**config.mk**
```make
export PLATFORM = sky130hd
export DESIGN_NAME = calc2_req_arbiter
export DESIGN_NICKNAME = d
export VERILOG_FILES = /design/src/rtl/calc2_arb_pkg.sv /design/src/rtl/calc2_port_capture.sv /design/src/rtl/calc2_req_arbiter.sv
export SDC_FILE = /design/constraint.sdc
export NUM_CORES = 1
export LEC_CHECK = 0
export CAP_MARGIN = 25
export CORE_UTILIZATION = 45
export CTS_CLUSTER_SIZE = 12
export DETAILED_ROUTE_END_ITERATION = 16
export PLACE_DENSITY = 0.7
export SYNTH_ARGS = -nofsm -noshare
export SYNTH_HDL_FRONTEND = slang
export SYNTH_SLANG_ARGS = --single-unit
export TNS_END_PERCENT = 100
```
**constraint.sdc**
```tcl
create_clock -name c_clk -period 3.7 [get_ports c_clk]
set_input_delay 0.37 -clock c_clk [delete_from_list [all_inputs] [get_ports c_clk]]
set_output_delay 0.37 -clock c_clk [all_outputs]
set_load 0.02 [all_outputs]
```
**src/rtl/calc2_arb_pkg.sv**
```systemverilog
// Shared types and helpers for the calc2 request arbiter.
// Contents: command/response encodings, capture FSM states, the captured
// request record, and helpers that pack/unpack the ALU id {port, tag}.
package calc2_arb_pkg;

  localparam int NPORT   = 4;   // fixed: the top-level port list is written out per port
  localparam int DW      = 32;
  localparam int MAX_OUT = 4;

  typedef enum logic [3:0] {
    CMD_IDLE = 4'd0,
    CMD_ADD  = 4'd1,
    CMD_SUB  = 4'd2,
    CMD_SHL  = 4'd5,
    CMD_SHR  = 4'd6
  } cmd_e;

  typedef enum logic [1:0] {
    RESP_NONE = 2'd0,
    RESP_OK   = 2'd1,
    RESP_ERR  = 2'd2,
    RESP_BUSY = 2'd3
  } resp_e;

  typedef enum logic [1:0] {
    CAP_IDLE = 2'd0,
    CAP_OP2  = 2'd1,
    CAP_PEND = 2'd2
  } cap_state_e;

  typedef struct packed {
    logic [3:0]    cmd;
    logic [1:0]    tag;
    logic [DW-1:0] op1;
    logic [DW-1:0] op2;
  } req_t;

  function automatic logic [3:0] make_id(input logic [1:0] port, input logic [1:0] tag);
    return {port, tag};
  endfunction

  function automatic logic [1:0] id_port(input logic [3:0] id);
    return id[3:2];
  endfunction

  function automatic logic [1:0] id_tag(input logic [3:0] id);
    return id[1:0];
  endfunction

  function automatic logic cmd_valid(input logic [3:0] c);
    return (c == CMD_ADD) || (c == CMD_SUB) || (c == CMD_SHL) || (c == CMD_SHR);
  endfunction

endpackage

```
**src/rtl/calc2_port_capture.sv**
```systemverilog
// Per-port request capture for the calc2 arbiter.
// Collects a two-cycle request (cmd/tag/op1, then op2) into a one-entry
// slot, holds it pending until the arbiter issues it, and keeps one
// reject flag (busy or invalid command) until the top drains it.
// Ports:
//   c_clk, reset_n   clock, async active-low reset
//   cmd_in/data_in/tag_in  requester pins for this port
//   issue_i          ALU handshake granted to this port this cycle
//   rej_take_i       top emits the reject flag this cycle
//   pend_o, req_o    slot full / slot contents
//   rej_valid_o, rej_resp_o, rej_tag_o  queued reject
//
// state    | meaning
// CAP_IDLE | slot empty, waiting for a command
// CAP_OP2  | cmd/op1 latched, this cycle carries op2
// CAP_PEND | slot full, waiting for an issue handshake
module calc2_port_capture
  import calc2_arb_pkg::*;
(
  input  logic          c_clk,
  input  logic          reset_n,
  input  logic [3:0]    cmd_in,
  input  logic [DW-1:0] data_in,
  input  logic [1:0]    tag_in,
  input  logic          issue_i,
  input  logic          rej_take_i,
  output logic          pend_o,
  output req_t          req_o,
  output logic          rej_valid_o,
  output logic [1:0]    rej_resp_o,
  output logic [1:0]    rej_tag_o
);

  cap_state_e state_q, state_d;
  req_t       slot_q, slot_d;
  logic       bad_q, bad_d;
  logic       rej_q, rej_d;
  logic [1:0] rej_resp_q, rej_resp_d;
  logic [1:0] rej_tag_q, rej_tag_d;
  logic       capture;
  logic       rej_set;
  logic [1:0] rej_set_resp;
  logic [1:0] rej_set_tag;

  always_comb begin
    state_d      = state_q;
    slot_d       = slot_q;
    bad_d        = bad_q;
    rej_set      = 1'b0;
    rej_set_resp = RESP_NONE;
    rej_set_tag  = tag_in;
    // A new command is taken from IDLE, or from PEND when the slot frees this cycle.
    capture = (cmd_in != 4'd0) &&
              ((state_q == CAP_IDLE) || ((state_q == CAP_PEND) && issue_i));

    case (state_q)
      CAP_IDLE: if (capture) state_d = CAP_OP2;
      CAP_OP2: begin
        slot_d.op2 = data_in;
        if (bad_q) begin
          // invalid command: op2 cycle consumed, never issued
          rej_set      = 1'b1;
          rej_set_resp = RESP_ERR;
          rej_set_tag  = slot_q.tag;
          state_d      = CAP_IDLE;
        end else begin
          state_d = CAP_PEND;
        end
      end
      CAP_PEND: begin
        if (issue_i) begin
          state_d = capture ? CAP_OP2 : CAP_IDLE;
        end else if (cmd_in != 4'd0) begin
          rej_set      = 1'b1;
          rej_set_resp = RESP_BUSY;
        end
      end
      default: state_d = CAP_IDLE;
    endcase

    if (capture) begin
      slot_d.cmd = cmd_in;
      slot_d.tag = tag_in;
      slot_d.op1 = data_in;
      slot_d.op2 = '0;
      bad_d      = !cmd_valid(cmd_in);
    end

    rej_d      = rej_q && !rej_take_i;
    rej_resp_d = rej_resp_q;
    rej_tag_d  = rej_tag_q;
    // Only one reject is remembered; a second one while the flag is held is dropped.
    if (rej_set && !rej_d) begin
      rej_d      = 1'b1;
      rej_resp_d = rej_set_resp;
      rej_tag_d  = rej_set_tag;
    end
  end

  always_ff @(posedge c_clk or negedge reset_n) begin
    if (!reset_n) begin
      state_q    <= CAP_IDLE;
      slot_q     <= '0;
      bad_q      <= 1'b0;
      rej_q      <= 1'b0;
      rej_resp_q <= '0;
      rej_tag_q  <= '0;
    end else begin
      state_q    <= state_d;
      slot_q     <= slot_d;
      bad_q      <= bad_d;
      rej_q      <= rej_d;
      rej_resp_q <= rej_resp_d;
      rej_tag_q  <= rej_tag_d;
    end
  end

  assign pend_o      = (state_q == CAP_PEND);
  assign req_o       = slot_q;
  assign rej_valid_o = rej_q;
  assign rej_resp_o  = rej_resp_q;
  assign rej_tag_o   = rej_tag_q;

endmodule

```
**src/rtl/calc2_req_arbiter.sv**
```systemverilog
// Front-end scheduler sharing one calc2 ALU pipe among four requester ports.
// Per-port capture, round-robin issue onto a valid/ready ALU interface with
// an in-flight limit, and registered routing of ALU results and rejects back
// to the originating port.
// Ports:
//   c_clk, reset_n                       clock, async active-low reset
//   reqN_cmd_in/data_in/tag_in (N=1..4)  requester pins
//   out_respN/out_dataN/out_tagN         one-cycle completion per port
//   alu_valid/ready/cmd/op1/op2/id       issue interface, id = {port, tag}
//   alu_rsp_valid/id/resp/data           ALU result return
module calc2_req_arbiter
  import calc2_arb_pkg::*;
(
  input  logic          c_clk,
  input  logic          reset_n,
  input  logic [3:0]    req1_cmd_in,
  input  logic [DW-1:0] req1_data_in,
  input  logic [1:0]    req1_tag_in,
  input  logic [3:0]    req2_cmd_in,
  input  logic [DW-1:0] req2_data_in,
  input  logic [1:0]    req2_tag_in,
  input  logic [3:0]    req3_cmd_in,
  input  logic [DW-1:0] req3_data_in,
  input  logic [1:0]    req3_tag_in,
  input  logic [3:0]    req4_cmd_in,
  input  logic [DW-1:0] req4_data_in,
  input  logic [1:0]    req4_tag_in,
  output logic [1:0]    out_resp1,
  output logic [DW-1:0] out_data1,
  output logic [1:0]    out_tag1,
  output logic [1:0]    out_resp2,
  output logic [DW-1:0] out_data2,
  output logic [1:0]    out_tag2,
  output logic [1:0]    out_resp3,
  output logic [DW-1:0] out_data3,
  output logic [1:0]    out_tag3,
  output logic [1:0]    out_resp4,
  output logic [DW-1:0] out_data4,
  output logic [1:0]    out_tag4,
  output logic          alu_valid,
  input  logic          alu_ready,
  output logic [3:0]    alu_cmd,
  output logic [DW-1:0] alu_op1,
  output logic [DW-1:0] alu_op2,
  output logic [3:0]    alu_id,
  input  logic          alu_rsp_valid,
  input  logic [3:0]    alu_rsp_id,
  input  logic [1:0]    alu_rsp_resp,
  input  logic [DW-1:0] alu_rsp_data
);

  logic [3:0]       cmd_a  [NPORT];
  logic [DW-1:0]    data_a [NPORT];
  logic [1:0]       tag_a  [NPORT];
  req_t             req_a  [NPORT];
  logic [1:0]       rej_resp_a [NPORT];
  logic [1:0]       rej_tag_a  [NPORT];
  logic [NPORT-1:0] pend, issue, rej_valid, rej_take;

  assign cmd_a  = '{req1_cmd_in,  req2_cmd_in,  req3_cmd_in,  req4_cmd_in};
  assign data_a = '{req1_data_in, req2_data_in, req3_data_in, req4_data_in};
  assign tag_a  = '{req1_tag_in,  req2_tag_in,  req3_tag_in,  req4_tag_in};

  for (genvar p = 0; p < NPORT; p++) begin : g_port
    calc2_port_capture u_cap (
      .c_clk       (c_clk),
      .reset_n     (reset_n),
      .cmd_in      (cmd_a[p]),
      .data_in     (data_a[p]),
      .tag_in      (tag_a[p]),
      .issue_i     (issue[p]),
      .rej_take_i  (rej_take[p]),
      .pend_o      (pend[p]),
      .req_o       (req_a[p]),
      .rej_valid_o (rej_valid[p]),
      .rej_resp_o  (rej_resp_a[p]),
      .rej_tag_o   (rej_tag_a[p])
    );
  end

  logic [1:0] ptr_q, ptr_d, grant_q, pick, sel;
  logic       hold_q;
  logic [2:0] cnt_q, cnt_d;
  logic       hs, rsp_ok;
  logic [1:0] rsp_port;

  // ptr_q is the first port searched; lowest offset from it wins.
  always_comb begin
    pick = ptr_q;
    for (int i = NPORT - 1; i >= 0; i--) begin
      if (pend[ptr_q + 2'(i)]) pick = ptr_q + 2'(i);
    end
  end

  // A stalled offer keeps its grant so alu_* stay stable until accepted.
  assign sel       = hold_q ? grant_q : pick;
  assign alu_valid = (|pend) && (cnt_q < 3'(MAX_OUT));
  assign hs        = alu_valid && alu_ready;
  assign alu_cmd   = alu_valid ? req_a[sel].cmd : '0;
  assign alu_op1   = alu_valid ? req_a[sel].op1 : '0;
  assign alu_op2   = alu_valid ? req_a[sel].op2 : '0;
  assign alu_id    = alu_valid ? make_id(sel, req_a[sel].tag) : '0;
  assign ptr_d     = hs ? sel + 2'd1 : ptr_q;

  // A response with nothing outstanding is dropped entirely.
  assign rsp_ok   = alu_rsp_valid && (cnt_q != 3'd0);
  assign rsp_port = id_port(alu_rsp_id);

  always_comb begin
    cnt_d = cnt_q;
    if (hs && !rsp_ok)      cnt_d = cnt_q + 3'd1;
    else if (!hs && rsp_ok) cnt_d = cnt_q - 3'd1;
  end

  logic [1:0]    resp_q [NPORT], resp_d [NPORT];
  logic [DW-1:0] odat_q [NPORT], odat_d [NPORT];
  logic [1:0]    otag_q [NPORT], otag_d [NPORT];

  always_comb begin
    for (int p = 0; p < NPORT; p++) begin
      issue[p] = hs && (sel == 2'(p));
      // ALU result wins the port's output slot; the reject waits a cycle.
      if (rsp_ok && (rsp_port == 2'(p))) begin
        rej_take[p] = 1'b0;
        resp_d[p]   = alu_rsp_resp;
        odat_d[p]   = alu_rsp_data;
        otag_d[p]   = id_tag(alu_rsp_id);
      end else if (rej_valid[p]) begin
        rej_take[p] = 1'b1;
        resp_d[p]   = rej_resp_a[p];
        odat_d[p]   = '0;
        otag_d[p]   = rej_tag_a[p];
      end else begin
        rej_take[p] = 1'b0;
        resp_d[p]   = RESP_NONE;
        odat_d[p]   = '0;
        otag_d[p]   = '0;
      end
    end
  end

  always_ff @(posedge c_clk or negedge reset_n) begin
    if (!reset_n) begin
      ptr_q   <= '0;
      grant_q <= '0;
      hold_q  <= 1'b0;
      cnt_q   <= '0;
      for (int p = 0; p < NPORT; p++) begin
        resp_q[p] <= '0;
        odat_q[p] <= '0;
        otag_q[p] <= '0;
      end
    end else begin
      ptr_q   <= ptr_d;
      grant_q <= sel;
      hold_q  <= alu_valid && !alu_ready;
      cnt_q   <= cnt_d;
      for (int p = 0; p < NPORT; p++) begin
        resp_q[p] <= resp_d[p];
        odat_q[p] <= odat_d[p];
        otag_q[p] <= otag_d[p];
      end
    end
  end

  assign out_resp1 = resp_q[0];
  assign out_data1 = odat_q[0];
  assign out_tag1  = otag_q[0];
  assign out_resp2 = resp_q[1];
  assign out_data2 = odat_q[1];
  assign out_tag2  = otag_q[1];
  assign out_resp3 = resp_q[2];
  assign out_data3 = odat_q[2];
  assign out_tag3  = otag_q[2];
  assign out_resp4 = resp_q[3];
  assign out_data4 = odat_q[3];
  assign out_tag4  = otag_q[3];

  a_rsp_needs_outstanding: assert property (
    @(posedge c_clk) disable iff (!reset_n) !(alu_rsp_valid && (cnt_q == 3'd0)));

  a_cnt_bounded: assert property (
    @(posedge c_clk) disable iff (!reset_n) cnt_q <= 3'(MAX_OUT));

endmodule

```
==> reports/qor.txt <==
Leak -> 13.1 nW
Worst EP required -> 3330 ps
Seq/Total Area, Yosys -> 55.8%
H-tree depth -> 2
total power density per cell area -> 1020 nW/µm²
Post-synth ARST share -> 100%
cell with the most instances after synthesis -> dfrtp_1
drt via density -> 5.42
largest net degree at the start of global routing -> 112
final total power -> 28.8 mW
top cell type by total area after synthesis -> dfrtp_1
Layout fillers -> 3648
layout cells sized above 1 -> 20.4%
YS warnings -> 0
DR vias -> 15500
vias in the first global route -> 16200
initial antenna violation count -> 10
WHS -> 396 ps
worst hold path type -> input port to flop
Final period util -> 101%
# placed instances -> 2718
clock root cell -> clkbuf_16
Row Count -> 78
antenna violation net count after detailed routing -> 0
# port buffers -> 410
total track usage -> 26.7%
ys flop type -> dfrtp_1
grt ovf -> 0
Post-Synthesis Cells -> 1753
failing checks -> setup timing
RSZ-0062 raised after global routing -> true
Reg area -> 11600 µm²
clk_lat worst skew -> 600 ps
Worst Clk Skew -> 16.6 ps
Worst-path clk slew -> 60 ps
CTS tree -> built
Die Y -> 217 µm
Syn Area/Cell -> 11.9 µm²
# setup viols final -> 19
startpoint class of the critical path -> flop
first drt pass iteration count -> 5
die width -> 217 µm
Initial Util -> 45.8%
max_slew headroom -> 41.0%
multi-input logic area -> 8800 µm²
Crit. End Element -> output port
final setup margin -> -46.5 ps
Layout Cells excl Fill -> 2855
io pins -> 411
pre-CTS WS -> -46.6 ps
Slew @ Worst Pin -> 877 ps
EDFF count, synth -> 0
count of different cell masters after synthesis -> 63
Placer Congestion -> 0.876
Post-synth top cells -> dfrtp_1, mux2i_1, nand2_1
Hold Vio Cnt, Final -> 0
syn nets -> 1969
full die area -> 47100 µm²
HPWL Detailed -> 39700 µm
clk sink count -> 464
first-pass GRT wire length -> 96000 µm
final core utilization -> 62.2%
final worst path period need -> 3750 ps
largest cells by area after synthesis -> dfrtp_1, mux2i_1, mux2_4
final wirelength -> 63400 µm
VDD IR-drop max -> 0.000779 V
fin. max-slew vios -> 0
Core Footprint -> 45500 µm²
TritonCTS Buffers -> 50
mapped cell area -> 20800 µm²
Nets -> 2432
Max Clock Freq -> 0.267 GHz
max cap viols -> 0
top cell type's share of synthesized area -> 55.8%
drt wl/cell -> 22.2 µm
initial DRC count -> 1079
WS Path Type -> flop to output port
Worst EP arrival -> 3380 ps
Yosys reg bits -> 464
# DRC -> 0
Synth-to-Final Area Change -> 35.9%
Max FO, Critical Path -> 6
clk buf depth -> 3
status -> complete, but fails checks
[metrics by stage]
step	TNS [ps]	cell area, µm²
after floorplan	0	20800
after global placement	-51.5	25800
after detailed placement	-124	25800
after CTS	-579	27900
after global routing	-5020	28300
final	-439	28300
[report_power, final]
group          switching [mW]  leakage [nW]  internal, mW
clock network            2.04         0.800          2.96
registers               0.978          5.94          6.67
logic                    8.62          6.34          7.53
total                    11.6          13.1          17.2
[per-layer routing]
metal	part of all wire (%)	wire length [µm]	track usage, %	up-vias
li1	-	-	-	6951
met1	42	26400	34.1	7790
met2	48	30100	43.5	595
met3	7.6	4810	7.07	122
met4	3.3	2070	10.1	8
met5	0.093	59	0	-
[layout make-up]
| class | count | share of cell area [%] |
|---|---|---|
| Timing Repair Buffer | 521 | 18.8 |
| Clock inverter | 18 | 0.836 |
| Multi-Input combinational cell | 1152 | 31.1 |
| Timing Repair inverter | 3 | 0.186 |
| Clock buffer | 67 | 4.90 |
| Antenna cell | 6 | 0.0531 |
| Tap cell | 600 | 2.65 |
| Inverter | 24 | 0.376 |
| Sequential cell | 464 | 41.1 |
[cells in the final DEF, fill, tap and decap left out, drive strengths merged, types with 7 or more instances in the layout]
master / n
dfrtp: 464
clkdlybuf4s50: 337
nand2: 206
mux2i: 202
buf: 177
nor2: 150
mux2: 138
and2: 137
and3: 72
a211oi: 72
clkbuf: 70
o21ai: 29
inv: 28
a22o: 21
ha: 21
clkinv: 11
nand2b: 10
a21oi: 8
or3: 7
[cells by family (layout without fill, tap and decap cells)]
kind of cell | Yosys count | after routing | share of synthesized area, %
multiplexers | 340 | 340 | 18.4
other | 0 | 6 | 0
flip-flops | 464 | 464 | 55.8
XOR/XNOR | 7 | 7 | 0.295
AO/OA/AOI/OAI | 170 | 170 | 6.34
adder cells (fa/ha/maj) | 22 | 22 | 1.36
AND/OR/NAND/NOR | 613 | 613 | 14.3
buffers and inverters | 137 | 633 | 3.56
[flip-flops by register name, summed over array words and instances (netlist names), 3 cells and up]
signal / flops
cnt_q: 3
g_port.u_cap.bad_q: 4
g_port.u_cap.rej_resp_o: 8
g_port.u_cap.rej_tag_o: 8
g_port.u_cap.rej_valid_o: 4
g_port.u_cap.req_o: 280
g_port.u_cap.state_q: 8
out_data1: 32
out_data2: 32
out_data3: 32
out_data4: 32
[path summary, 6_finish.rpt]
| kind | from | endpoint | slack, ps | depth (start not counted) |
|---|---|---|---|---|
| max | g_port[3].u_cap.state_q[1] | alu_op1[11] | -50 | 12 |
| min reg2reg | g_port[1].u_cap.rej_resp_o[1] | g_port[1].u_cap.rej_resp_o[1] | 470 | 1 |
| min in group asynchronous | reset_n | out_data1[22] | 420 | 2 |
| max in group asynchronous | reset_n | g_port[3].u_cap.state_q[1] | 2230 | 3 |
| max reg2reg | g_port[3].u_cap.state_q[0] | g_port[1].u_cap.req_o[36] | 230 | 14 |
| min | alu_rsp_data[9] | out_data2[9] | 400 | 2 |
[timing repair]
| action | 4_1_cts | 5_1_grt |
|---|---|---|
| hold buffers | 1 | 0 |
| gates resized for setup | 387 | 74 |
| setup endpoints to repair | 70 | 70 |
| pin swaps | 20 | 35 |
| hold endpoints to repair | 104 | 0 |
| buffers inserted | 25 | 12 |
| gates cloned | 6 | 6 |
[critical path, cell delays in order, from the launching register on]
cell	delay, ps
dfrtp_2	450
ha_4	190
or3_4	370
a311oi_2	270
o31a_2	200
or2_4	160
buf_12	140
inv_16	50
buf_12	140
clkbuf_16	160
mux2i_1	110
a211oi_1	310
buf_2	230
(Power assumes the default switching activity.)
